File: config.mk
export PLATFORM = sky130hd
export DESIGN_NAME = sw_out_arb
export DESIGN_NICKNAME = d
export VERILOG_FILES = /design/src/rtl/sw_out_arb.sv
export SDC_FILE = /design/constraint.sdc
export NUM_CORES = 1
export LEC_CHECK = 0
export ABC_AREA = 1
export BUFFER_PORTS_ARGS = -buffer_cell sky130_fd_sc_hd__buf_2
export CORE_UTILIZATION = 32
export DETAILED_ROUTE_END_ITERATION = 10
export GPL_ROUTABILITY_DRIVEN = 0
export SYNTH_ARGS = -nofsm -noshare
export SYNTH_HDL_FRONTEND = slang
export SYNTH_SLANG_ARGS = --single-unit
export TNS_END_PERCENT = 1
File: constraint.sdc
create_clock -name clk -period 11.1 [get_ports clk]
set_input_delay 1.11 -clock clk [delete_from_list [all_inputs] [get_ports clk]]
set_output_delay 1.11 -clock clk [all_outputs]
set_load 0.01 [all_outputs]
File: src/rtl/sw_out_arb.sv
// Output-port arbiter: round-robin grant held until TAIL, 1-cycle registered flit mux.
// Backpressure is request-driven; the ack drops on a TAIL, on a dropped owner req, or during rst.
module sw_out_arb #(
  parameter int NPORT = 5,
  parameter int DW    = 32
) (
  input  logic                      clk,
  input  logic                      rst,
  input  logic [NPORT-1:0]          req_i,
  output logic [NPORT-1:0]          ack_o,
  input  logic [NPORT*(DW+2)-1:0]   in_flit_i,
  input  logic [NPORT-1:0]          in_vld_i,
  output logic [DW+1:0]             out_flit_o,
  output logic                      out_vld_o,
  output logic [$clog2(NPORT)-1:0]  owner_o,
  output logic                      busy_o,
  output logic [15:0]               pkt_cnt_o
);

  localparam int IW = $clog2(NPORT);
  localparam int FW = DW + 2;
  localparam logic [1:0] TAIL = 2'b11;

  typedef enum logic {IDLE, BUSY} state_t;

  state_t          state_q;
  logic [IW-1:0]   owner_q;
  logic [IW-1:0]   rr_q;
  logic [IW-1:0]   rr_d;
  logic [FW-1:0]   out_flit_q;
  logic            out_vld_q;
  logic [15:0]     pkt_cnt_q;

  logic            win_vld;
  logic [IW-1:0]   win_idx;
  logic            grant_cyc;
  logic            owner_req;
  logic [IW-1:0]   sel;
  logic [FW-1:0]   sel_flit;
  logic            fwd;
  logic            is_tail;
  logic            abort;

  // First requester at or above rr_q, wrapping modulo NPORT.
  always_comb begin
    win_vld = 1'b0;
    win_idx = '0;
    for (int k = 0; k < NPORT; k++) begin
      int j;
      j = int'(rr_q) + k;
      if (j >= NPORT) j = j - NPORT;
      if (!win_vld && req_i[j]) begin
        win_vld = 1'b1;
        win_idx = IW'(j);
      end
    end
  end

  assign grant_cyc = (state_q == IDLE) && win_vld && !rst;
  assign owner_req = req_i[owner_q];
  assign sel       = grant_cyc ? win_idx : owner_q;
  assign sel_flit  = in_flit_i[FW*int'(sel) +: FW];
  assign fwd       = in_vld_i[sel] && (grant_cyc || state_q == BUSY);
  assign is_tail   = fwd && (sel_flit[FW-1 -: 2] == TAIL);
  assign abort     = (state_q == BUSY) && !owner_req && !is_tail;
  assign rr_d      = (sel == IW'(NPORT-1)) ? '0 : sel + IW'(1);

  always_comb begin
    ack_o = '0;
    if (!rst) begin
      if (grant_cyc)
        ack_o[win_idx] = 1'b1;
      else if (state_q == BUSY && owner_req)
        ack_o[owner_q] = 1'b1;
    end
  end

  always_ff @(posedge clk) begin
    if (rst) begin
      state_q    <= IDLE;
      owner_q    <= '0;
      rr_q       <= '0;
      out_flit_q <= '0;
      out_vld_q  <= 1'b0;
      pkt_cnt_q  <= '0;
    end else begin
      out_vld_q <= fwd;
      if (fwd) out_flit_q <= sel_flit;
      if (grant_cyc) owner_q <= win_idx;
      // A single-flit packet (TAIL in the grant cycle) never enters BUSY.
      case (state_q)
        IDLE:    if (grant_cyc && !is_tail) state_q <= BUSY;
        BUSY:    if (is_tail || !owner_req) state_q <= IDLE;
        default: state_q <= IDLE;
      endcase
      if (is_tail || abort) rr_q <= rr_d;
      if (is_tail) pkt_cnt_q <= pkt_cnt_q + 16'd1;
    end
  end

  assign out_flit_o = out_flit_q;
  assign out_vld_o  = out_vld_q;
  assign owner_o    = owner_q;
  assign busy_o     = (state_q == BUSY);
  assign pkt_cnt_o  = pkt_cnt_q;

endmodule

Word-level counts from Yosys, hierarchy flattened

Cells that the tools add are included.

Output and inout port bits: 60
Input bits: 182
Word-level logic and storage cells: 107
Bits in registers: 58

Add/subtract/negate cells: 11
Bitwise logic cells: 1
Shifts and indexed selects: 1
Reduce and logical (&&, ||, !) cells: 24
Equal/unequal tests: 2
Mux-type cells: 46
Multipliers: 1
Order comparisons: 15

Operators with widths:

| operator                                                                             | number |
|---|---|
| 170-bit by 10-bit variable part select with 34-bit output                            | 1 |
| 32-bit by 5-bit less-than comparator with 1-bit output (second input constant)       | 5 |
| 32-bit two-way mux                                                                   | 5 |
| 1-bit binary-select mux with 3-bit select                                            | 7 |
| 1-bit two-way mux                                                                    | 21 |
| 3-bit two-way mux                                                                    | 7 |
| 4-bit by 3-bit subtractor with 5-bit output (second input constant)                  | 4 |
| 16-bit by 1-bit adder with 16-bit output (second input constant)                     | 1 |
| 4-bit by 3-bit greater-or-equal comparator with 1-bit output (second input constant) | 4 |
| 5-bit two-way mux                                                                    | 3 |
| 1-bit logical AND                                                                    | 14 |
| 3-bit by 4-bit less-than comparator with 1-bit output (second input constant)        | 3 |
| 3-bit by 2-bit adder with 4-bit output (second input constant)                       | 2 |
| 5-bit by 3-bit multiplier with 8-bit output (first input constant)                   | 1 |
| 1-bit zero test                                                                      | 7 |
| 1-bit demux with 3-bit select                                                        | 2 |
| 3-bit by 1-bit greater-or-equal comparator with 1-bit output (second input constant) | 2 |
| 3-bit by 1-bit adder with 4-bit output (second input constant)                       | 1 |
| 3-bit by 3-bit adder with 4-bit output (second input constant)                       | 1 |
| 3-bit by 3-bit subtractor with 4-bit output (second input constant)                  | 1 |
| 3-bit by 1-bit adder with 3-bit output (second input constant)                       | 1 |
| 3-bit == test (second input constant)                                                | 1 |
| 3-bit greater-or-equal comparator (second input constant)                            | 1 |
| 1-bit logical OR                                                                     | 3 |
| other kinds (3)                                                                      | 3 |

Longest topological paths before layout

Word-level depth: 29
Gate-level depth with buffers: 34
Gate-level depth less buffers: 30

Least setup slack after synthesis

Ideal clock, no wire load.

Kind: reg2out
From: register rr_q[0]
To: output port ack_o[1]
Data required time: 9990 ps
Setup slack: 6769 ps
Path buffers: 2
Arrival time: 3221 ps
Stages on the path, launching flop included: 22
Path through: dfxtp_1 buf_2 inv_2 buf_4 ha_1 inv_2 nand3_1 nand2_2 nand3_2 nand2_1 nand2_1 nand3_1 nand3_2 nand2_2 nand3_2 nor2_1 nand2_1 o21ai_0 o21ai_2 a21oi_1 nor2_1 a2111oi_0

Word-level cells in the longest chain between the ends: 24
Elaborated cells on any way between the ends: 61
Classes of those cells: 9 x add/sub; 7 x order compare; 34 x mux; 11 x reduce/logical

RTL lines:

| item                                                                                 | RTL line | source |
|---|---|---|
| from (decl)                                                                          | 28       | `logic [IW-1:0] rr_q;` |
| from (signal assigned)                                                               | 96       | `if (is_tail \|\| abort) rr_q <= rr_d;` |
| branches (longest 22 deep; another with 4-bit by 3-bit subtractor with 5-bit output) | n/a      |  |
| 5-bit two-way mux (*)                                                                | 71       | `if (grant_cyc)` |
| 5-bit two-way mux (*)                                                                | 70       | `if (!rst) begin` |
| to (decl)                                                                            | 10       | `output logic [NPORT-1:0] ack_o,` |

Mark *: on every way between the ends. The select of a mux whose other input is x is not followed.

Worst setup path in the final report

Same ends and word-level chain as after synthesis.

==> results.sh <==
export IMPL_status="finished, final reports clean"
export IMPL_dieArea_mm2=0.01687
export IMPL_switching_share_pct=58.24
export IMPL_cts_root_buffer="clkbuf_16"
export IMPL_finalHoldViolCount=0
export IMPL_cp_startpoint="rr_q[0]"
export IMPL_syn_nets=1111
export IMPL_routedWlPerCell_um=14.81
export IMPL_syn_to_final_growth_pct=30.48
export IMPL_seq_power_share_pct=13.0
export IMPL_synth_area_leaders="nand2_1, dfxtp_1, nand3_1"
export IMPL_grt_pass1_vias=6441
export IMPL_synth_simple_area_share_pct=52.31
export IMPL_hold_ws_ns=0.4881
export IMPL_netlist_instances=913
export IMPL_crit_end="ack_o[1]"
export IMPL_synth_async_reset_ratio_pct=0
export IMPL_hp_class="reg -> reg"
export IMPL_post_place_cells=1328
export IMPL_core_mm2=0.01594
export IMPL_muxShareOfSynthArea_pct=0
export IMPL_finalCritPeriodShare_pct=51.00
export IMPL_timing_rr_start="rr_q[0]"
export IMPL_path_clk_slew_ns=0.05
export IMPL_total_power_uw=2393
export IMPL_ys_warn_count=0
export IMPL_stdcell_count=1348
export IMPL_vias_per_cell=4.889
export IMPL_syn_area_per_cell_um2=5.732
export IMPL_drt_pre_antenna_iters=4
export IMPL_numClockSinks=58
export IMPL_antenna_found_initial=6
export IMPL_r2r_setup_slack_ns=5.61
export IMPL_nets=1321
export IMPL_ys_ff_latch=58
export IMPL_die_h_um=129.9
export IMPL_drv_cap=0
export IMPL_start_util_pct=32.83
export IMPL_wl_met2_um=10010
export IMPL_reg2reg_depth=25
export IMPL_clockPowerShare_pct=11.6
export IMPL_grtUsageTotal_pct=23.84
export IMPL_combPwrFrac_pct=75.4
export IMPL_power_density_mw_per_mm2=350.3
export IMPL_top_layer="met5"
export IMPL_syn_cell_area_mm2=0.005234
export IMPL_hpwl_um=15100
export IMPL_startpoint_type="register"
export IMPL_fin_skew_ns=0.006215
export IMPL_wl_um=19960
export IMPL_crit_arrival_ns=4.55
export IMPL_power_internal_uw=999.0
export IMPL_cts_tree="done"
export IMPL_seq_area_frac_synth_pct=22.19
export IMPL_vias=6591
export IMPL_cp_max_fo=19
export IMPL_holdPathStages=2
export IMPL_grt_remaining_overflow=0
export IMPL_final_max_slew_viol_count=0
export IMPL_synth_top_area_cell="nand2_1"
export IMPL_num_io_pins=242
export IMPL_synth_edf_count=0
export IMPL_route_detailed_drc=0
export IMPL_max_freq_mhz=176.6
export IMPL_clk_latency_ns=0.33
export IMPL_wl_met3_um=1274
export IMPL_synth_distinct_cells=39
export IMPL_cts_buffer_depth=2
export IMPL_setup_viol=0
export IMPL_drt_initial_drc_count=405
export IMPL_holdBufCountCts=0
export IMPL_grt_max_degree=77
export IMPL_post_cts_setup_buffers=0
export IMPL_vdd_ir_drop_max_mv=0.1903
export IMPL_synth_compound_area_share_pct=9.586
export IMPL_worst_setup_path_type="reg -> out"
export IMPL_grt_pass1_wl_um=31280
export IMPL_cts_resized_gates=0
export IMPL_endpoint_kind="output port"
export IMPL_yosysTopAreaCellShare_pct=22.59
export IMPL_p_switching_uw=1394
export IMPL_worstMarginPinSlew_ns=0.7631
export IMPL_yosys_area_share_xor_xnor_pct=2.845
export IMPL_slew_headroom_pct=47.81
export IMPL_rsz0062_at_grt="false"
export IMPL_io_buffers=241
export IMPL_synth_top_family_by_area="simple AND/OR/NAND/NOR gates"
export IMPL_drive_gt1_share_pct=26.42
export IMPL_h_tree_depth=3
export IMPL_r2r_end="out_flit_o[23]"
export IMPL_num_rows=46
export IMPL_period_needed_ns=5.661
export IMPL_ys_flop_type="dfxtp_1"
export IMPL_drt_met1_wl_um=8070
export IMPL_crit_required_ns=9.99
export IMPL_drtAntennaViolNets=0
export IMPL_cts_buffers=9
export IMPL_die_width_um=129.9
export IMPL_p_leak_uw=0.003612
export IMPL_tns_ns=0
export IMPL_synthAdderAreaFrac_pct=3.825
[Yosys cell counts (2+ instances only)]
cell type / count
nand2_1: 315
nand3_1: 174
nor2_1: 93
dfxtp_1: 58
inv_1: 53
o21ai_0: 42
a21oi_1: 22
buf_2: 22
clkbuf_1: 16
ha_1: 16
xor2_1: 12
nand4_1: 11
inv_2: 7
nand2_2: 7
nor3_1: 7
o21ai_1: 6
nand3_2: 5
xnor2_1: 5
buf_1: 4
buf_6: 4
buf_4: 3
nand2_4: 3
nand3b_1: 3
nor4_1: 3
o21ai_2: 3
a2111oi_0: 2
a21oi_4: 2
nor2_4: 2
o211ai_1: 2
o22ai_1: 2
[layer usage]
metal	up-vias	GRT usage [%]
met5	-	0
met4	4	9.439
met3	36	6.109
met2	216	43.16
met1	2940	26.59
li1	3395	-
[registers in the layout (all words and copies together) (netlist names)]
name and cells:
out_flit_o 34, pkt_cnt_o 16, owner_o 3, rr_q 3, busy_o 1, out_vld_o 1
[cells in the final DEF, fill, tap and decap left out, drive strengths merged, types with 5 or more instances in the layout]
| cell type | n |
|---|---|
| nand2 | 325 |
| buf | 248 |
| nand3 | 180 |
| nor2 | 95 |
| inv | 61 |
| dfxtp | 58 |
| o21ai | 52 |
| a21oi | 24 |
| ha | 16 |
| clkbuf | 15 |
| xor2 | 12 |
| nand4 | 11 |
| nor3 | 8 |
| xnor2 | 5 |
[logic make-up (layout without fill, tap and decap cells)]
logic type | count (synthesis) | count (layout)
other | 0 | 4
buffers and inverters | 110 | 325
XOR/XNOR | 17 | 17
AO/OA/AOI/OAI | 85 | 85
flip-flops | 58 | 58
AND/OR/NAND/NOR | 627 | 627
adder cells (fa/ha/maj) | 16 | 16
[area by class of cell]
type / instances / area (um^2)
repair buffers: 248 / 1259
flip-flops and latches: 58 / 1161
clock buffers: 15 / 297.8
inverters: 61 / 231.5
fillers: 1795 / 9114
multi-input cells: 745 / 3595
clock inverters: 1 / 5.005
diodes: 4 / 10.01
well taps: 216 / 270.3
[power by group through the flow]
stage               clock, uW  combinational [uW]  sequential (uW)
floorplan                   0                1380              318
global placement            0                1800              315
detailed placement          0                1810              315
CTS                       280                1820              312
global route              291                2060              318
finish                    276                1800              311
[through the flow]
step | instance area (um^2) | setup slack, ns | util (%)
3_5_place_dp | 6516 | 5.599 | 40.87
3_3_place_gp | 6516 | 5.753 | 40.87
5_1_grt | 6827 | 4.914 | 42.82
2_1_floorplan | 5234 | 6.769 | -
6_report | 6829 | 5.439 | 42.83
4_1_cts | 6819 | 5.473 | 42.77
[how the worst min path moves through the flow]
stage	endpoint	start	slack, ns
global placement	out_flit_o[17]	out_flit_o[17]	0.47
global route	pkt_cnt_o[15]	pkt_cnt_o[15]	0.51
detailed placement	out_flit_o[17]	out_flit_o[17]	0.48
CTS	pkt_cnt_o[13]	pkt_cnt_o[13]	0.49
finish	pkt_cnt_o[13]	pkt_cnt_o[13]	0.49
floorplan	pkt_cnt_o[15]	pkt_cnt_o[15]	0.51
[worst max-delay path: stages, from the launching register on]
cell and delay (ns):
dfxtp_1 0.77, inv_2 0.28, ha_1 0.47, inv_2 0.15, nand3_1 0.10, nand2_2 0.15, nand3_2 0.11, nand2_1 0.13
nand2_1 0.06, nand3_1 0.10, nand3_2 0.10, nand2_2 0.12, nand3_2 0.10, nor2_1 0.17, nand2_1 0.06, o21ai_0 0.10
o21ai_2 0.13, a21oi_1 0.19, nor2_1 0.05, a2111oi_0 0.61, buf_2 0.27
Note: power is estimated with default switching activity, not from simulation.
